### src/rtl/mon_pkg.sv
// Shared constants and helpers for the monitor readout chain.
package mon_pkg;
  localparam int DEF_RWI = 28;
  localparam int DEF_OWI = 20;
  localparam int DEF_NCH = 8;

  function automatic int clog2(input int v);
    int r;
    r = 0;
    for (int i = 0; i < 31; i++) begin
      if ((1 << i) < v) r = i + 1;
    end
    return r;
  endfunction

  // Clamp a signed value into the range of a w-bit two's complement word.
  function automatic logic signed [63:0] sat_s(input logic signed [63:0] v, input int w);
    logic signed [63:0] hi;
    logic signed [63:0] lo;
    hi = (64'sd1 <<< (w - 1)) - 64'sd1;
    lo = -(64'sd1 <<< (w - 1));
    if (v > hi) return hi;
    if (v < lo) return lo;
    return v;
  endfunction
endpackage

### src/rtl/mon_fifo.sv
// First-word-fall-through FIFO; a push into a full FIFO is refused unless a pop frees a slot.
module mon_fifo
  import mon_pkg::*;
#(
  parameter int W     = 22,
  parameter int DEPTH = 16
) (
  input  logic         clk,
  input  logic         rst_n,
  input  logic         i_push,
  input  logic [W-1:0] i_data,
  input  logic         i_pop,
  output logic [W-1:0] o_data,
  output logic         o_valid,
  output logic         o_full
);
  localparam int AW = clog2(DEPTH);

  logic [W-1:0] r_mem [DEPTH];
  logic [AW:0]  r_wr;
  logic [AW:0]  r_rd;
  logic         w_empty;
  logic         w_pop;
  logic         w_push;

  // Pointers carry one extra wrap bit to tell full from empty.
  assign w_empty = (r_wr == r_rd);
  assign o_full  = (r_wr[AW] != r_rd[AW]) && (r_wr[AW-1:0] == r_rd[AW-1:0]);
  assign w_pop   = i_pop && !w_empty;
  assign w_push  = i_push && (!o_full || w_pop);
  assign o_valid = !w_empty;
  assign o_data  = w_empty ? '0 : r_mem[r_rd[AW-1:0]];

  always_ff @(posedge clk) begin
    if (w_push) r_mem[r_wr[AW-1:0]] <= i_data;
  end

  always_ff @(posedge clk or negedge rst_n) begin
    if (!rst_n) begin
      r_wr <= '0;
      r_rd <= '0;
    end else begin
      if (w_push) r_wr <= r_wr + (AW + 1)'(1);
      if (w_pop)  r_rd <= r_rd + (AW + 1)'(1);
    end
  end
endmodule

### src/rtl/mon_comb_readout.sv
// Head-of-chain readout: issues samp, captures per-channel integrator words,
// applies the second-order comb, scales/saturates and queues tagged results.
module mon_comb_readout
  import mon_pkg::*;
#(
  parameter int rwi    = DEF_RWI,
  parameter int owi    = DEF_OWI,
  parameter int nch    = DEF_NCH,
  parameter int shift  = 8,
  parameter int fdepth = 16
) (
  input  logic                  clk,
  input  logic                  rst_n,
  input  logic                  enable,
  input  logic [15:0]           period,
  output logic                  samp,
  input  logic signed [rwi-1:0] s_in,
  input  logic                  g_in,
  output logic signed [owi-1:0] out_data,
  output logic [clog2(nch)-1:0] out_chan,
  output logic                  out_valid,
  input  logic                  out_ready,
  output logic                  overflow,
  output logic                  frame_err,
  input  logic                  clr_err
);
  localparam int CW = clog2(nch);
  localparam int KW = clog2(nch + 1);

  logic [15:0]           w_per;
  logic [15:0]           r_cnt;
  logic [KW-1:0]         r_k;
  logic                  r_gPrev;
  logic [1:0]            r_prime;
  logic signed [rwi-1:0] r_xPrev  [nch];
  logic signed [rwi-1:0] r_d1Prev [nch];
  logic                  r_s1Valid;
  logic [CW-1:0]         r_s1Chan;
  logic signed [rwi-1:0] r_s1D2;
  logic                  r_s2Valid;
  logic [CW-1:0]         r_s2Chan;
  logic signed [owi-1:0] r_s2Data;
  logic                  w_frameEnd;
  logic                  w_accept;
  logic [CW-1:0]         w_idx;
  logic signed [rwi-1:0] w_d1;
  logic signed [rwi-1:0] w_d2;
  logic signed [63:0]    w_ext;
  logic signed [63:0]    w_scaled;
  logic                  w_errSet;
  logic                  w_full;
  logic                  w_drop;
  logic [owi+CW-1:0]     w_fifoOut;

  assign w_per = (period < 16'd2) ? 16'd2 : period;
  assign samp  = enable && (r_cnt == w_per - 16'd1);

  always_ff @(posedge clk or negedge rst_n) begin
    if (!rst_n)                       r_cnt <= '0;
    else if (!enable)                 r_cnt <= '0;
    else if (r_cnt >= w_per - 16'd1)  r_cnt <= '0;
    else                              r_cnt <= r_cnt + 16'd1;
  end

  assign w_frameEnd = r_gPrev && !g_in;
  assign w_accept   = g_in && (r_k < KW'(nch));
  assign w_idx      = r_k[CW-1:0];
  assign w_d1       = s_in - r_xPrev[w_idx];
  assign w_d2       = w_d1 - r_d1Prev[w_idx];
  assign w_errSet   = (g_in && !w_accept) || (w_frameEnd && (r_k != KW'(nch))) || (samp && g_in);

  // Comb stage; results are only forwarded once two frame ends have primed the history.
  always_ff @(posedge clk or negedge rst_n) begin
    if (!rst_n) begin
      r_k       <= '0;
      r_gPrev   <= 1'b0;
      r_prime   <= '0;
      r_s1Valid <= 1'b0;
      r_s1Chan  <= '0;
      r_s1D2    <= '0;
      for (int i = 0; i < nch; i++) begin
        r_xPrev[i]  <= '0;
        r_d1Prev[i] <= '0;
      end
    end else begin
      r_gPrev   <= g_in;
      r_s1Valid <= w_accept && (r_prime == 2'd2);
      r_s1Chan  <= w_idx;
      r_s1D2    <= w_d2;
      if (w_accept) begin
        r_xPrev[w_idx]  <= s_in;
        r_d1Prev[w_idx] <= w_d1;
        r_k             <= r_k + KW'(1);
      end else if (w_frameEnd) begin
        r_k <= '0;
        if (r_prime != 2'd2) r_prime <= r_prime + 2'd1;
      end
    end
  end

  assign w_ext    = {{(64 - rwi){r_s1D2[rwi-1]}}, r_s1D2};
  assign w_scaled = w_ext >>> shift;

  always_ff @(posedge clk or negedge rst_n) begin
    if (!rst_n) begin
      r_s2Valid <= 1'b0;
      r_s2Chan  <= '0;
      r_s2Data  <= '0;
    end else begin
      r_s2Valid <= r_s1Valid;
      r_s2Chan  <= r_s1Chan;
      r_s2Data  <= owi'(sat_s(w_scaled, owi));
    end
  end

  mon_fifo #(
    .W    (owi + CW),
    .DEPTH(fdepth)
  ) u_fifo (
    .clk    (clk),
    .rst_n  (rst_n),
    .i_push (r_s2Valid),
    .i_data ({r_s2Chan, r_s2Data}),
    .i_pop  (out_ready),
    .o_data (w_fifoOut),
    .o_valid(out_valid),
    .o_full (w_full)
  );

  assign out_chan = w_fifoOut[owi+CW-1:owi];
  assign out_data = w_fifoOut[owi-1:0];
  assign w_drop   = r_s2Valid && w_full && !(out_ready && out_valid);

  // A clear in the same cycle as a new error wins; that error is lost.
  always_ff @(posedge clk or negedge rst_n) begin
    if (!rst_n) begin
      overflow  <= 1'b0;
      frame_err <= 1'b0;
    end else if (clr_err) begin
      overflow  <= 1'b0;
      frame_err <= 1'b0;
    end else begin
      if (w_drop)   overflow  <= 1'b1;
      if (w_errSet) frame_err <= 1'b1;
    end
  end
endmodule

### config.mk
export PLATFORM = sky130hd
export DESIGN_NAME = mon_comb_readout
export DESIGN_NICKNAME = d
export VERILOG_FILES = /design/src/rtl/mon_pkg.sv /design/src/rtl/mon_fifo.sv /design/src/rtl/mon_comb_readout.sv
export SDC_FILE = /design/constraint.sdc
export NUM_CORES = 1
export LEC_CHECK = 0
export ABC_CLOCK_PERIOD_IN_PS = 19100
export CAP_MARGIN = 40
export CORE_MARGIN = 5
export CORE_UTILIZATION = 50
export CTS_CLUSTER_SIZE = 28
export DETAILED_ROUTE_END_ITERATION = 8
export GPL_ROUTABILITY_DRIVEN = 0
export PLACE_DENSITY = 0.66
export REMOVE_ABC_BUFFERS = 1
export SYNTH_ARGS = -nofsm -noshare
export SYNTH_HDL_FRONTEND = slang
export SYNTH_SLANG_ARGS = --single-unit
### constraint.sdc
create_clock -name clk -period 19.1 [get_ports clk]
set_input_delay 3.82 -clock clk [delete_from_list [all_inputs] [get_ports clk]]
set_output_delay 3.82 -clock clk [all_outputs]
set_load 0.01 [all_outputs]
==> results of run 1 <==
-- logic make-up (layout without fill, tap and decap cells) --
| family | after synthesis | after routing |
|---|---|---|
| adder cells (fa/ha/maj) | 80 | 80 |
| flip-flops | 899 | 899 |
| XOR/XNOR | 85 | 85 |
| AO/OA/AOI/OAI | 256 | 256 |
| multiplexers | 454 | 454 |
| buffers and inverters | 198 | 336 |
| AND/OR/NAND/NOR | 834 | 834 |
-- cell type report --
class | count | area, sq um | share of cell area, %
Clock buffer | 133 | 2650 | 5.94
Timing Repair Buffer | 132 | 1340 | 3.00
Inverter | 32 | 126 | 0.283
Tap cell | 1040 | 1300 | 2.92
Sequential cell | 899 | 24400 | 54.6
Multi-Input combinational cell | 1709 | 14400 | 32.3
Clock inverter | 39 | 442 | 0.990
-- metal layers --
metal / vias to the layer above / part of all wire (%) / GRT usage, %
li1: 10300 / - / -
met1: 11900 / 42 / 28.6
met2: 631 / 50 / 35.8
met3: 151 / 5.0 / 3.31
met4: 2 / 2.1 / 5.03
met5: - / 0.023 / 0
-- path summary, 6_finish.rpt --
path	startpoint	to	slack (ns)	cells after the start
worst min-delay path	r_s1D2[22]$_DFF_PN0_	r_s2Data[14]$_DFF_PN0_	0.34	0
worst max register to register	r_k[2]$_DFFE_PN0P_	r_s1D2[27]$_DFF_PN0_	12.72	21
worst min register to register	r_s1D2[22]$_DFF_PN0_	r_s2Data[14]$_DFF_PN0_	0.34	0
worst max-delay path	period[6]	samp	6.66	17
max in group asynchronous	rst_n	r_xPrev[198]$_DFFE_PN0P_	13.54	4
min in group asynchronous	rst_n	r_xPrev[134]$_DFFE_PN0P_	3.30	1
-- metrics by stage --
step / power, uW / utilization [%]
global route: 9040 / 57.4
detailed placement: 6720 / 53.4
global placement: 6520 / 53.2
CTS: 8560 / 57.4
finish: 8480 / 57.4
floorplan: 5680 / -
-- registers in the layout, indices dropped and copies added, names as in the netlist --
| register | count |
|---|---|
| r_cnt | 16 |
| r_gPrev | 1 |
| u_fifo.r_rd | 5 |
| r_prime | 2 |
| r_s2Chan | 3 |
| overflow | 1 |
| frame_err | 1 |
| r_s2Data | 20 |
| r_s1Valid | 1 |
| r_s1D2 | 20 |
| r_d1Prev | 224 |
| u_fifo.r_mem | 368 |
| r_k | 4 |
| r_s1Chan | 3 |
| r_xPrev | 224 |
| r_s2Valid | 1 |
| u_fifo.r_wr | 5 |
-- where the power goes --
part	switching, uW	internal (uW)	leakage, uW
registers	394	2680	0.00997
logic	1890	1700	0.00695
clock network	751	1070	0.00151
total	3040	5450	0.0184
-- critical path, delay by kind of cell --
| kind | cells | cell delay (ns) |
|---|---|---|
| xor gates and xnor gates | 1 | 0.13 |
| adders and majority gates | 2 | 0.50 |
| buffers and inverters | 2 | 1.02 |
| and+or+nand+nor | 12 | 3.16 |
-- cell usage in the layout, fill, tap and decap left out, types with 44 or more instances in the layout --
cell type	Yosys	layout
dfrtp_1	531	526
o21ai_0	144	144
nand2_1	648	642
mux2i_1	58	58
mux4_2	226	226
xnor2_1	55	55
nor2_1	60	48
edfxtp_1	368	368
ha_1	79	79
clkbuf_16	0	95
buf_4	2	47
clkdlybuf4s50_1	0	75
mux2_2	170	170
a21oi_1	44	44
-- synthesized netlist by cell type, drive strengths merged, types with 32 or more instances --
cell type    n
a21oi       44
clkbuf     138
dfrtp      531
edfxtp     368
ha          79
inv         32
mux2       170
mux2i       58
mux4       226
nand2      648
nor2        60
nor2b       37
o21ai      147
xnor2       55
==> out/results.ini, run 1 <==
[global_route]
grt_pass1_vias = 24200
grt_overflow = 0
grt_max_degree = 180
grt_antenna_before_repair = 1
grt_usage_pct = 20.9
grt_pass1_wl_mm = 140

[yosys]
syn_avg_cell_area_sq_um = 14.0
synth-seq-cells = 899
yosysTopAreaCellShare_pct = 33.8
ys.flop_type = dfrtp_1
yosys_warnings = 0
synth-simple-area-share_pct = 8.67
synth_top_family_by_area = multiplexers
synth_area_leaders = dfrtp_1 (34%), edfxtp_1 (28%), mux4_2 (13%)
yosysUniqueCellTypes = 59
synthMuxAreaShare_pct = 19.3
ys_async_sr_fraction_pct = 59.1
yosysTopAreaCell = dfrtp_1
synth_compound_area_share_pct = 3.85
syn_area_sq_um = 39400
seq_area_frac_synth_pct = 61.8
synthAdderAreaFrac_pct = 2.56
synth_edf_count = 368
synthCells = 2806
synth_xor_area_share_pct = 1.89

[route]
firstDrtPassIters = 5
vias = 22900
drt-total-wl_mm = 88.6
viasPerCell = 5.76
ant_nets = 0
wl_per_cell_microns = 22.2
drt-initial-drc-count = 1860
drc = 0

[floorplan]
fp.dieH_microns = 291
core_sq_um = 77700
row_count = 102
io_pins = 77
dieArea_sq_um = 84400
dieWidth_microns = 291
initial_core_util_pct = 50.6

[run]
maxCapViolCount = 0

[timing]
fin_tns_setup_ns = 0
rsz0062_at_grt = no
max-slew-margin-rel_pct = 27.4
timing.hold.ws_ns = 0.340
worst_pin_slew_ns = 1.09
setup_violations = 0
report.final.slew_viol_count = 0
finalHoldViolations = 0
fmax_mhz = 80.4
setup_slack_ns = 6.66
fin_crit_ns = 12.44
timing.clock.skew_ns = 0.0239
period_share_pct = 65.1

[critical_path]
cp-start-kind = primary input
crit_path_max_fanout = 4
path_common_cell = nand2_1
cp_slowest_cell = clkdlybuf4s50_1
path_class = in -> out
crit_chain = clkdlybuf4s50_1, or3_1, nor4_1, nand4_1, nand2_1, ha_1, nand2_1, or3b_2, nor4_1, xnor2_1, ha_1, nand4_1, nor2_1, nand2_1, nor3_1, and2_1, clkdlybuf4s50_1
crit_path_end_kind = output port
cp.arrival_ns = 8.62
slowest_delay_ns = 0.55
critPathRequiredTime_ns = 15.28

[clocking]
numCtsBuffers = 93
cts_root_buf = clkbuf_16
cts_sinks = 899
cts-htree-levels = 3
ctsResizeCount = 0
clkSlewWorstSetupHoldPaths_ns = 0.06
tritoncts = yes
cts_hold_buffers = 0
worstSkewPairLatency_ns = 0.66
postCtsSetupBuffers = 0
clockBufferDepth = 3

[placement]
portBuffers = 76
dpl_cell_area_sq_um = 41500
pre_cts_slack_ns = 6.78
dp_hpwl_mm = 52.2
dp.cells = 3812

[finish]
diodes = 0
n_fill_cell = 6014
final_cells = 3984
nNetsFinal = 2997
syn_to_final_growth_pct = 13.3
drive_above_1_share_pct = 21.6
stdcell_area_sq_um = 44600

[power]
leakage_uw = 0.0184
power_density_nw_per_um2 = 190
irDropWorstVdd_v = 0.000114

[outcome]
status = finished clean

[hold_path]
hold_class = reg -> reg

(Power assumes the default switching activity.)
==> inputs of run 2 (changes only) <==
--- a/config.mk
+++ b/config.mk
@@ -5,14 +5,14 @@
 export SDC_FILE = /design/constraint.sdc
 export NUM_CORES = 1
 export LEC_CHECK = 0
-export ABC_CLOCK_PERIOD_IN_PS = 19100
+export ABC_CLOCK_PERIOD_IN_PS = 10540
 export CAP_MARGIN = 40
 export CORE_MARGIN = 5
 export CORE_UTILIZATION = 50
 export CTS_CLUSTER_SIZE = 28
 export DETAILED_ROUTE_END_ITERATION = 8
 export GPL_ROUTABILITY_DRIVEN = 0
-export PLACE_DENSITY = 0.66
+export PLACE_DENSITY = 0.69
 export REMOVE_ABC_BUFFERS = 1
 export SYNTH_ARGS = -nofsm -noshare
 export SYNTH_HDL_FRONTEND = slang
==> constraint.sdc (replaced) <==
create_clock -name clk -period 10.54 [get_ports clk]
set_input_delay 2.108 -clock clk [delete_from_list [all_inputs] [get_ports clk]]
set_output_delay 2.108 -clock clk [all_outputs]
set_load 0.01 [all_outputs]
==> out/results.ini, run 2 (synthesis results as in run 1) <==
[placement]
dpl_cell_area_sq_um = 41400  ; -0.27%
portBuffers = 76  ; unchanged
dp.cells = 3805  ; -0.18%
dp_hpwl_mm = 49.6  ; -5.1%

[floorplan]
fp.dieH_microns = 291  ; unchanged
initial_core_util_pct = 50.6  ; unchanged
dieWidth_microns = 291  ; unchanged
io_pins = 77  ; unchanged
dieArea_sq_um = 84400  ; unchanged
core_sq_um = 77700  ; unchanged
row_count = 102  ; unchanged

[critical_path]
path_class = in -> out
crit_path_max_fanout = 4  ; unchanged
crit_path_end_kind = output port
critical_path_buf_inv_count = 2  ; unchanged
critical-path-top-delay-family = simple AND/OR/NAND/NOR gates
crit_chain = clkdlybuf4s50_1, or3_1, nor4_1, nand4_1, nand2_1, ha_1, nand2_1, or3b_2, nor4_1, xnor2_1, ha_1, nand4_1, nor2_1, nand2_1, nor3_1, and2_1, clkdlybuf4s50_1
path_common_cell = nand2_1
slowest_delay_ns = 0.56  ; about the same
cp_slowest_cell = clkdlybuf4s50_1
cp-start-kind = primary input
cp.arrival_ns = 6.81  ; -1.81 ns
critPathRequiredTime_ns = 8.43  ; -6.85 ns

[route]
firstDrtPassIters = 5  ; unchanged
drt-total-wl_mm = 88.3  ; -0.35%
ant_nets = 0  ; unchanged
vias = 23100  ; +0.61%
drt-initial-drc-count = 2022  ; +8.7%
drc = 0  ; unchanged
wl_per_cell_microns = 22.2  ; -0.18%
viasPerCell = 5.80  ; +0.78%

[finish]
final_cell_mix = nand2_1 (642), dfrtp_1 (526), edfxtp_1 (368), mux4_2 (226), mux2_2 (170)
stdcell_area_sq_um = 44400  ; -0.42%
syn_to_final_growth_pct = 12.8
drive_above_1_share_pct = 21.6  ; -0.036 points
final_cells = 3977  ; -0.18%
final_util_pct = 57.2  ; -0.24 points
nNetsFinal = 2989  ; -0.27%
largest_reg_flops = 368  ; unchanged
layout_commonest_cell = nand2_1

[clocking]
postCtsSetupBuffers = 0  ; unchanged
cts_hold_buffers = 0  ; unchanged
worstSkewPairLatency_ns = 0.65  ; about the same
ctsResizeCount = 0  ; unchanged
cts_sinks = 899  ; unchanged
cts-htree-levels = 3  ; unchanged
tritoncts = yes
clockBufferDepth = 3  ; unchanged
clkSlewWorstSetupHoldPaths_ns = 0.06  ; about the same
numCtsBuffers = 92  ; -1.1%
cts_root_buf = clkbuf_16

[outcome]
status = finished clean

[global_route]
grt_antenna_before_repair = 2  ; +1
grt_pass1_vias = 24400  ; +0.58%
grt_max_degree = 185  ; +2.8%
grt_usage_pct = 20.9  ; about the same
grt_overflow = 0  ; unchanged
grt_pass1_wl_mm = 140  ; +0.20%

[power]
irDropWorstVdd_v = 0.000235  ; +110%
power_density_nw_per_um2 = 345  ; +81%
leakage_uw = 0.0183  ; -0.49%

[run]
maxCapViolCount = 0  ; unchanged

[timing]
max-slew-margin-rel_pct = 29.2  ; +1.8 points
timing.clock.skew_ns = 0.0209  ; -0.00292 ns
fmax_mhz = 112
fin_crit_ns = 8.92
period_share_pct = 84.6
worst_pin_slew_ns = 1.06  ; -0.0272 ns
report.final.slew_viol_count = 0  ; unchanged
finalHoldViolations = 0  ; unchanged
setup_violations = 0  ; unchanged
fin_tns_setup_ns = 0  ; unchanged
rsz0062_at_grt = no

[hold_path]
hold_class = reg -> reg

run 2: cell types whose count changed in the layout (fill, tap and decap cells not counted), sizes merged:
cell and delta:
clkinvlp +2, bufinv -1, clkbuf -11, diode +2
buf -7, inv +3, clkinv +5
run 2: path summary, 6_finish.rpt:
path	startpoint	end	slack (ns)	cells past startpoint
worst max register to register	r_k[0]$_DFFE_PN0P_	r_s1D2[27]$_DFF_PN0_	3.75	20
worst max-delay path	period[6]	samp	1.62	17
worst min register to register	r_s1D2[26]$_DFF_PN0_	r_s2Data[18]$_DFF_PN0_	0.35	0
worst min-delay path	r_s1D2[26]$_DFF_PN0_	r_s2Data[18]$_DFF_PN0_	0.35	0
max in group asynchronous	rst_n	u_fifo.r_rd[0]$_DFFE_PN0P_	6.69	3
min in group asynchronous	rst_n	r_xPrev[217]$_DFFE_PN0P_	1.50	1
run 2: layout make-up:
cell class	count	area (sq um)
Fill cell	5933	33300
Timing Repair Buffer	125	1220
Inverter	32	126
Antenna cell	2	5.00
Clock buffer	122	2560
Multi-Input combinational cell	1709	14400
Tap cell	1040	1300
Sequential cell	899	24400
Clock inverter	48	458
run 2: layer usage:
metal  GRT usage, %  vias up  part of all wire, %
met1           29.0    12100                   43
met4           5.20        0                  2.3
met3           3.13      142                  4.7
met2           35.4      618                   50
li1               -    10300                    -
met5              0        -                    0
run 2: report_power, final:
group | internal (uW) | switching (uW) | leakage, uW | total, uW
sequential | 4850 | 717 | 0.00997 | 5570
combinational | 3050 | 3470 | 0.00689 | 6520
clock | 1860 | 1360 | 0.00148 | 3220
run 2: metrics by stage:
step	setup slack [ns]	hold slack (ns)	total power, uW
floorplan	1.41	0.331	10300
finish	1.62	0.346	15300
CTS	1.65	0.349	15400
global placement	1.88	0.335	11800
detailed placement	1.67	0.335	12100
global route	1.30	0.351	16300
